**config.mk**
```make
export PLATFORM = sky130hd
export DESIGN_NAME = condicionador_botao
export DESIGN_NICKNAME = d
export VERILOG_FILES = /design/src/rtl/condicionador_botao_pkg.sv /design/src/rtl/condicionador_botao_debouncer_sinc.sv /design/src/rtl/condicionador_botao.sv
export SDC_FILE = /design/constraint.sdc
export NUM_CORES = 1
export LEC_CHECK = 0
export ABC_AREA = 1
export BUFFER_PORTS_ARGS = -buffer_cell sky130_fd_sc_hd__buf_2
export CAP_MARGIN = 20
export CORE_MARGIN = 2
export CORE_UTILIZATION = 40
export DETAILED_ROUTE_END_ITERATION = 12
export PLACE_DENSITY = 0.66
export SLEW_MARGIN = 20
export SYNTH_ARGS = -nofsm -noshare
export SYNTH_HDL_FRONTEND = slang
export SYNTH_HIERARCHICAL = 1
export SYNTH_SLANG_ARGS = --single-unit
```
**constraint.sdc**
```tcl
create_clock -name clk -period 4.34 [get_ports clk]
set_input_delay 1.302 -clock clk [delete_from_list [all_inputs] [get_ports clk]]
set_output_delay 1.302 -clock clk [all_outputs]
set_load 0.05 [all_outputs]
```
**src/rtl/condicionador_botao_pkg.sv**
```systemverilog
// rtl/condicionador_botao_pkg.sv - shared types and defaults for the button conditioner
package condicionador_pkg;

    typedef enum logic [1:0] {
        OCIOSO = 2'd0,
        ESPERA = 2'd1,
        REPETE = 2'd2
    } estado_t;

    localparam int DEBOUNCE_CYCLES_DEF = 4;
    localparam int REPEAT_DELAY_DEF    = 16;
    localparam int REPEAT_PERIOD_DEF   = 8;
    localparam int REPEAT_EN_DEF       = 1;

    function automatic int max_int(input int a, input int b);
        return (a > b) ? a : b;
    endfunction

endpackage

```
**src/rtl/condicionador_botao_debouncer_sinc.sv**
```systemverilog
// rtl/condicionador_botao_debouncer_sinc.sv - 2-flop synchronizer plus counter debouncer
module debouncer_sinc
    import condicionador_pkg::*;
#(
    parameter int DEBOUNCE_CYCLES = DEBOUNCE_CYCLES_DEF
) (
    input  logic clk,
    input  logic reset,
    input  logic botao,
    output logic estavel
);

    localparam int CW = $clog2(DEBOUNCE_CYCLES + 1);
    localparam logic [CW-1:0] CNT_MAX = CW'(DEBOUNCE_CYCLES - 1);

    logic          s1_q, s2_q;
    logic          estavel_q, estavel_d;
    logic [CW-1:0] cnt_q, cnt_d;

    always_comb begin
        estavel_d = estavel_q;
        cnt_d     = '0;
        if (s2_q != estavel_q) begin
            if (cnt_q == CNT_MAX) begin
                estavel_d = s2_q;
            end else begin
                cnt_d = cnt_q + 1'b1;
            end
        end
    end

    always_ff @(posedge clk or posedge reset) begin
        if (reset) begin
            s1_q      <= 1'b0;
            s2_q      <= 1'b0;
            estavel_q <= 1'b0;
            cnt_q     <= '0;
        end else begin
            s1_q      <= botao;
            s2_q      <= s1_q;
            estavel_q <= estavel_d;
            cnt_q     <= cnt_d;
        end
    end

    // Next-state level: the parent registers it, so its FSM can react on the flip edge itself.
    assign estavel = estavel_d;

endmodule

```
**src/rtl/condicionador_botao.sv**
```systemverilog
// rtl/condicionador_botao.sv - debounced button to single-cycle press/auto-repeat pulses
module condicionador_botao
    import condicionador_pkg::*;
#(
    parameter int DEBOUNCE_CYCLES = DEBOUNCE_CYCLES_DEF,
    parameter int REPEAT_DELAY    = REPEAT_DELAY_DEF,
    parameter int REPEAT_PERIOD   = REPEAT_PERIOD_DEF,
    parameter int REPEAT_EN       = REPEAT_EN_DEF
) (
    input  logic clk,
    input  logic reset,
    input  logic botao,
    output logic pulso,
    output logic estavel,
    output logic repetindo
);

    localparam int TW = $clog2(max_int(REPEAT_DELAY, REPEAT_PERIOD) + 1);
    localparam logic [TW-1:0] DELAY_MAX  = TW'(REPEAT_DELAY - 1);
    localparam logic [TW-1:0] PERIOD_MAX = TW'(REPEAT_PERIOD - 1);

    logic          estavel_d, estavel_q;
    logic          pulso_d, pulso_q;
    logic          repetindo_d, repetindo_q;
    logic [TW-1:0] timer_d, timer_q;
    estado_t       estado_d, estado_q;
    logic          sobe, desce;

    debouncer_sinc #(
        .DEBOUNCE_CYCLES(DEBOUNCE_CYCLES)
    ) u_debouncer (
        .clk    (clk),
        .reset  (reset),
        .botao  (botao),
        .estavel(estavel_d)
    );

    assign sobe  = estavel_d & ~estavel_q;
    assign desce = ~estavel_d & estavel_q;

    always_comb begin
        estado_d = estado_q;
        timer_d  = timer_q;
        pulso_d  = 1'b0;
        // Release wins over everything, including a repeat expiring on the same edge.
        if (desce) begin
            estado_d = OCIOSO;
            timer_d  = '0;
        end else begin
            case (estado_q)
                OCIOSO: begin
                    if (sobe) begin
                        pulso_d  = 1'b1;
                        estado_d = ESPERA;
                        timer_d  = '0;
                    end
                end
                ESPERA: begin
                    if (REPEAT_EN != 0) begin
                        if (timer_q == DELAY_MAX) begin
                            pulso_d  = 1'b1;
                            estado_d = REPETE;
                            timer_d  = '0;
                        end else begin
                            timer_d = timer_q + 1'b1;
                        end
                    end
                end
                REPETE: begin
                    if (timer_q == PERIOD_MAX) begin
                        pulso_d = 1'b1;
                        timer_d = '0;
                    end else begin
                        timer_d = timer_q + 1'b1;
                    end
                end
                default: begin
                    estado_d = OCIOSO;
                    timer_d  = '0;
                end
            endcase
        end
        repetindo_d = (estado_d == REPETE);
    end

    always_ff @(posedge clk or posedge reset) begin
        if (reset) begin
            estado_q    <= OCIOSO;
            timer_q     <= '0;
            estavel_q   <= 1'b0;
            pulso_q     <= 1'b0;
            repetindo_q <= 1'b0;
        end else begin
            estado_q    <= estado_d;
            timer_q     <= timer_d;
            estavel_q   <= estavel_d;
            pulso_q     <= pulso_d;
            repetindo_q <= repetindo_d;
        end
    end

    assign pulso     = pulso_q;
    assign estavel   = estavel_q;
    assign repetindo = repetindo_q;

endmodule
```
### Yosys cells after proc, flatten, opt, wreduce, memory -nomap -nowiden

Index checks and enable logic that the tools add are counted.

| storage, ports and cells | value |
|---|---|
| register bits | 15 |
| output and inout bits | 3 |
| bits of input ports | 3 |
| logic and storage cells | 41 |

| cells by class | value |
|---|---|
| mux-type cells | 18 |
| eq/ne operators | 8 |
| $add $sub $neg | 2 |
| bitwise operators | 4 |
| reductions and logical operators | 1 |

Operators by type and width:

| operator | count |
|---|---|
| 5-bit two-way mux | 4 |
| 5-bit case mux with 3 select lines | 1 |
| 1-bit two-way mux | 6 |
| 2-bit two-way mux | 3 |
| 3-bit two-way mux | 2 |
| 2-bit case mux with 3 select lines | 1 |
| 5-bit by 1-bit adder with 5-bit output (second input constant) | 1 |
| 5-bit by 3-bit equality test with 1-bit output (second input constant) | 1 |
| 5-bit by 4-bit equality test with 1-bit output (second input constant) | 1 |
| 2-bit equality test (second input constant) | 2 |
| 3-bit by 1-bit adder with 3-bit output (second input constant) | 1 |
| 3-bit by 2-bit equality test with 1-bit output (second input constant) | 1 |
| 3-bit inequality test (second input constant) | 1 |
| 1-bit case mux with 3 select lines | 1 |
| 1-bit AND | 2 |
| 2-bit by 1-bit equality test with 1-bit output (second input constant) | 1 |
| 2-bit logical NOT | 1 |
| 1-bit NOT | 2 |
| 1-bit inequality test | 1 |

### Depth between registers and ports, before layout

| logic depth | value |
|---|---|
| depth after elaboration | 8 |
| depth in mapped cells | 11 |
| mapped depth without buffers | 11 |

### Modules after synthesis

The synthesis kept the hierarchy.

By module, submodules not included:

| module | seq. area each (um^2) | times used | cells each | area an instance (um^2) |
|---|---|---|---|---|
| condicionador_botao | 250.2 | 1 | 80 | 638.1 |
| debouncer_sinc | 150.1 | 1 | 26 | 242.7 |

### Worst setup path after synthesis

OpenSTA, ideal clock, no wires.

| path | value |
|---|---|
| path type | register to output |
| start | register estavel_q, in the netlist estavel |
| end | output estavel |
| path buffers | 0 |
| cell stages (with the launch flop) | 1 |
| setup slack | 2.419 ns |
| required time | 3.038 ns |
| arrival time | 0.619 ns |
| cell sequence | dfrtp_1 |

RTL lines:

| what | RTL line | source |
|---|---|---|
| start: declaration | condicionador_botao.sv:22 | `logic estavel_d, estavel_q;` |
| start signal: assignment | condicionador_botao.sv:96 | `estavel_q <= estavel_d;` |
| end: declaration | condicionador_botao.sv:14 | `output logic estavel,` |

No word-level cell between the ends.

### Worst setup path in the final report

| path | value |
|---|---|
| start | register estavel_q, in the netlist estavel |
| end | output estavel |

No word-level cell between the ends.

==> tab_implementation.tex <==
\begin{tabular}{lr}
\hline
Metric & Value \\
\hline
\multicolumn{2}{l}{\textbf{Timing}} \\
\quad Final Hold Vio Count & 0 \\
\quad Hold slack final & 361 ps \\
\quad Slew at the pin closest to its max-slew limit & 372 ps \\
\quad Final WS setup & 2110 ps \\
\quad Setup violations, final & 0 \\
\quad Slew margin rel. & 75.1\% \\
\quad Setup TNS & 0 ps \\
\quad Time the worst path needs with I/O delays and setup & 2230 ps \\
\quad Final Max Tran Viols & 0 \\
\quad Period utilization & 51.3\% \\
\quad Setup repair after global routing missed its margin & no \\
\quad F\_max & 0.449 GHz \\
\quad Final setup skew & 4.46 ps \\
\multicolumn{2}{l}{\textbf{Worst setup path}} \\
\quad Endpoint type of the worst setup path & output port \\
\quad Critical Path Stages & 1 \\
\quad Critical path buffer and inverter count & 1 \\
\quad Element type at the critical path start & register \\
\quad Crit-path leading delay family & flip-flops \\
\quad Required time of the critical path & 3040 ps \\
\quad Cells on worst reg2reg path & 11 \\
\quad Type of the setup path with the least slack & reg -> out \\
\quad Critical-path cell with the highest stage delay & sky130\_fd\_sc\_hd\_\_dfrtp\_1 \\
\quad Ordered list of cells on the worst path & buf\_2 \\
\quad Critical path data arrival time & 920 ps \\
\quad Top fanout value on the critical path & 3 \\
\quad Worst flop-to-flop path endpoint & timer\_q[0] \\
\quad Beginning of the critical path & estavel \\
\quad Worst setup slack for register-to-register paths & 2640 ps \\
\quad Startpoint of the worst-slack reg-to-reg timing path & u\_debouncer/cnt\_q[0] \\
\quad Max stage delay on crit path & 380 ps \\
\quad End of the critical path & estavel \\
\multicolumn{2}{l}{\textbf{Routing}} \\
\quad DR iter-0 viols & 3 \\
\quad Routed length per instance & 9.44 um \\
\quad Detailed-route wire length & 1340 um \\
\quad DRC violation count after routing & 0 \\
\quad Count of vias placed by the detailed router & 616 \\
\quad ANT nets after route & 0 \\
\quad Number of iterations in the first detailed-routing pass & 2 \\
\quad Vias per inst & 4.34 \\
\multicolumn{2}{l}{\textbf{Cells and area}} \\
\quad Antenna Cells & 0 \\
\quad Post-route cell area & 976 um\^{}2 \\
\quad Post-layout utilization of the core & 48.3\% \\
\quad Final net count & 129 \\
\quad Ratio of cells with drive above 1 in the final layout & 18.3\% \\
\quad Area Growth Syn to Fin & 10.8\% \\
\multicolumn{2}{l}{\textbf{Die}} \\
\quad Area of the die & 0.00259 mm\^{}2 \\
\quad Horizontal die dimension & 50.9 um \\
\quad Core Area & 0.00202 mm\^{}2 \\
\quad Die height & 50.9 um \\
\quad Row cnt & 16 \\
\quad Number of ports placed on the die boundary & 6 \\
\quad Initial core utilization & 43.6\% \\
\multicolumn{2}{l}{\textbf{Power}} \\
\quad Leakage Power & 0.515 nW \\
\quad Maximum vdd drop & 0.164 mV \\
\quad Power density cells & 509 mW/mm\^{}2 \\
\multicolumn{2}{l}{\textbf{Synthesis}} \\
\quad Synthesized netlist cell count & 106 \\
\quad Count of yosys warnings during synthesis & 6 \\
\quad Most used DFF post-synth & sky130\_fd\_sc\_hd\_\_dfrtp\_1 \\
\quad EDFF count, synth & 0 \\
\quad Cell variety after synth & 15 \\
\quad Share of the synthesized area in the top cell type & 45.5\% \\
\quad Post-synthesis net count & 119 \\
\quad Post-Synthesis Cell Area & 881 um\^{}2 \\
\quad Synth top area cells & sky130\_fd\_sc\_hd\_\_dfrtp\_1 (45\%), sky130\_fd\_sc\_hd\_\_ha\_1 (14\%), sky130\_fd\_sc\_hd\_\_inv\_1 (8.5\%), sky130\_fd\_sc\_hd\_\_nand2\_1 (8.1\%), sky130\_fd\_sc\_hd\_\_nand2\_2 (6.4\%) \\
\quad Average size of a mapped cell & 8.31 um\^{}2 \\
\quad Async set-reset flop share out of synthesis & 100\% \\
\quad Commonest cells in the netlist & sky130\_fd\_sc\_hd\_\_inv\_1 (20), sky130\_fd\_sc\_hd\_\_nand2\_1 (19), sky130\_fd\_sc\_hd\_\_dfrtp\_1 (16) \\
\quad Library cell with the largest summed area after synthesis & sky130\_fd\_sc\_hd\_\_dfrtp\_1 \\
\quad Sequential area share after synthesis & 45.5\% \\
\quad Post-synthesis sequential element count & 16 \\
\quad Most instantiated library cell after synthesis & sky130\_fd\_sc\_hd\_\_inv\_1 \\
\multicolumn{2}{l}{\textbf{GRT}} \\
\quad Number of global-route vias before repair & 610 \\
\quad Total routing usage reported by global routing & 12.8\% \\
\quad Number of antenna violations at the first check in global routing & 0 \\
\quad Remaining Overflow, GRT & 0 \\
\quad Pin count of the biggest net entering global routing & 11 \\
\quad Global-route wire length before repair & 2460 um \\
\multicolumn{2}{l}{\textbf{Placement}} \\
\quad Port bufs & 5 \\
\quad HPWL after detailed placement & 1120 um \\
\quad Post-placement cell area & 940 um\^{}2 \\
\quad Setup WS pre-CTS & 2430 ps \\
\quad Gp weighted congestion & 0.785 \\
\multicolumn{2}{l}{\textbf{Worst hold path}} \\
\quad Min-Delay Path Class & reg -> reg \\
\multicolumn{2}{l}{\textbf{CTS}} \\
\quad H-Tree Depth & 1 \\
\quad Cts bufs inserted & 3 \\
\quad TritonCTS clock tree & yes \\
\quad CTS clk-pin slew, worst paths & 90 ps \\
\quad Clock latency reported for the late side of the worst-skew pair & 280 ps \\
\quad Number of buffers on the longest clock path & 2 \\
\quad Setup bufs post-CTS & 0 \\
\quad Cell at the root of the clock tree & sky130\_fd\_sc\_hd\_\_clkbuf\_4 \\
\quad Count of hold buffers inserted by post-cts repair & 0 \\
\quad Number of cells upsized or downsized after cts & 0 \\
\quad Sink Count & 16 \\
\multicolumn{2}{l}{\textbf{Run status}} \\
\quad Outcome & finished, final reports clean \\
\multicolumn{2}{l}{\textbf{Run}} \\
\quad Max-cap violation count & 0 \\
\hline
\end{tabular}
worst min path at each step:
| stage | start | end | slack [ps] | cells past startpoint |
|---|---|---|---|---|
| 2_1_floorplan | u_debouncer/s1_q | u_debouncer/s2_q | 330 | 0 |
| 3_3_place_gp | u_debouncer/s1_q | u_debouncer/s2_q | 340 | 0 |
| 4_1_cts | u_debouncer/s1_q | u_debouncer/s2_q | 360 | 0 |
| 6_report | u_debouncer/s1_q | u_debouncer/s2_q | 360 | 0 |
| 3_5_place_dp | u_debouncer/s1_q | u_debouncer/s2_q | 340 | 0 |
| 5_1_grt | u_debouncer/s1_q | u_debouncer/s2_q | 380 | 0 |
final cells by class:
| cell class | count | area [um^2] |
|---|---|---|
| fillers | 199 | 1050 |
| flip-flops and latches | 16 | 400 |
| multi-input cells | 68 | 398 |
| inverters | 22 | 82.6 |
| clock buffers | 4 | 36.3 |
| well taps | 27 | 33.8 |
| repair buffers | 5 | 25.0 |
cells by family (layout without fill, tap and decap cells):
kind of cell / count (synthesis) / count (layout) / share of synthesized area [%]
and+or+nand+nor: 49 / 49 / 25.4
buffers and inverters: 22 / 31 / 9.38
DFF: 16 / 16 / 45.5
adders and majority gates: 10 / 10 / 14.2
AOI/OAI and AO/OA: 9 / 9 / 5.54
cells in the final DEF, fill, tap and decap left out, types with 3 or more instances in the layout:
master / n
sky130_fd_sc_hd__inv_1: 20
sky130_fd_sc_hd__clkbuf_4: 3
sky130_fd_sc_hd__nand2_2: 9
sky130_fd_sc_hd__nor2_1: 13
sky130_fd_sc_hd__nand2_1: 19
sky130_fd_sc_hd__buf_2: 5
sky130_fd_sc_hd__dfrtp_1: 16
sky130_fd_sc_hd__ha_1: 10
sky130_fd_sc_hd__a21oi_1: 4
sky130_fd_sc_hd__nand3_1: 6
where the power goes:
| group | switching (mW) | internal, mW |
|---|---|---|
| registers | 0.0152 | 0.176 |
| clock network | 0.0478 | 0.0510 |
| logic | 0.143 | 0.0632 |
| total | 0.206 | 0.291 |
flip-flops by register name, indices dropped and copies added, names as in the netlist:
signal,cells
repetindo,1
estado_q,2
u_debouncer/estavel_q,1
timer_q,5
pulso,1
u_debouncer/s2_q,1
estavel,1
u_debouncer/cnt_q,3
u_debouncer/s1_q,1
metrics by stage:
stage	power [mW]	std cells
CTS	0.505	142
global route	0.541	142
floorplan	0.363	106
global placement	0.399	138
detailed placement	0.404	138
finish	0.497	142
layer usage:
metal	GRT usage, %	vias to the layer above	share of wire [%]
li1	-	341	-
met1	17.3	269	51
met2	19.7	6	46
met3	2.63	0	2.8
met4	5.41	0	0
met5	0	-	0
Power figures use the tool's default switching activity.
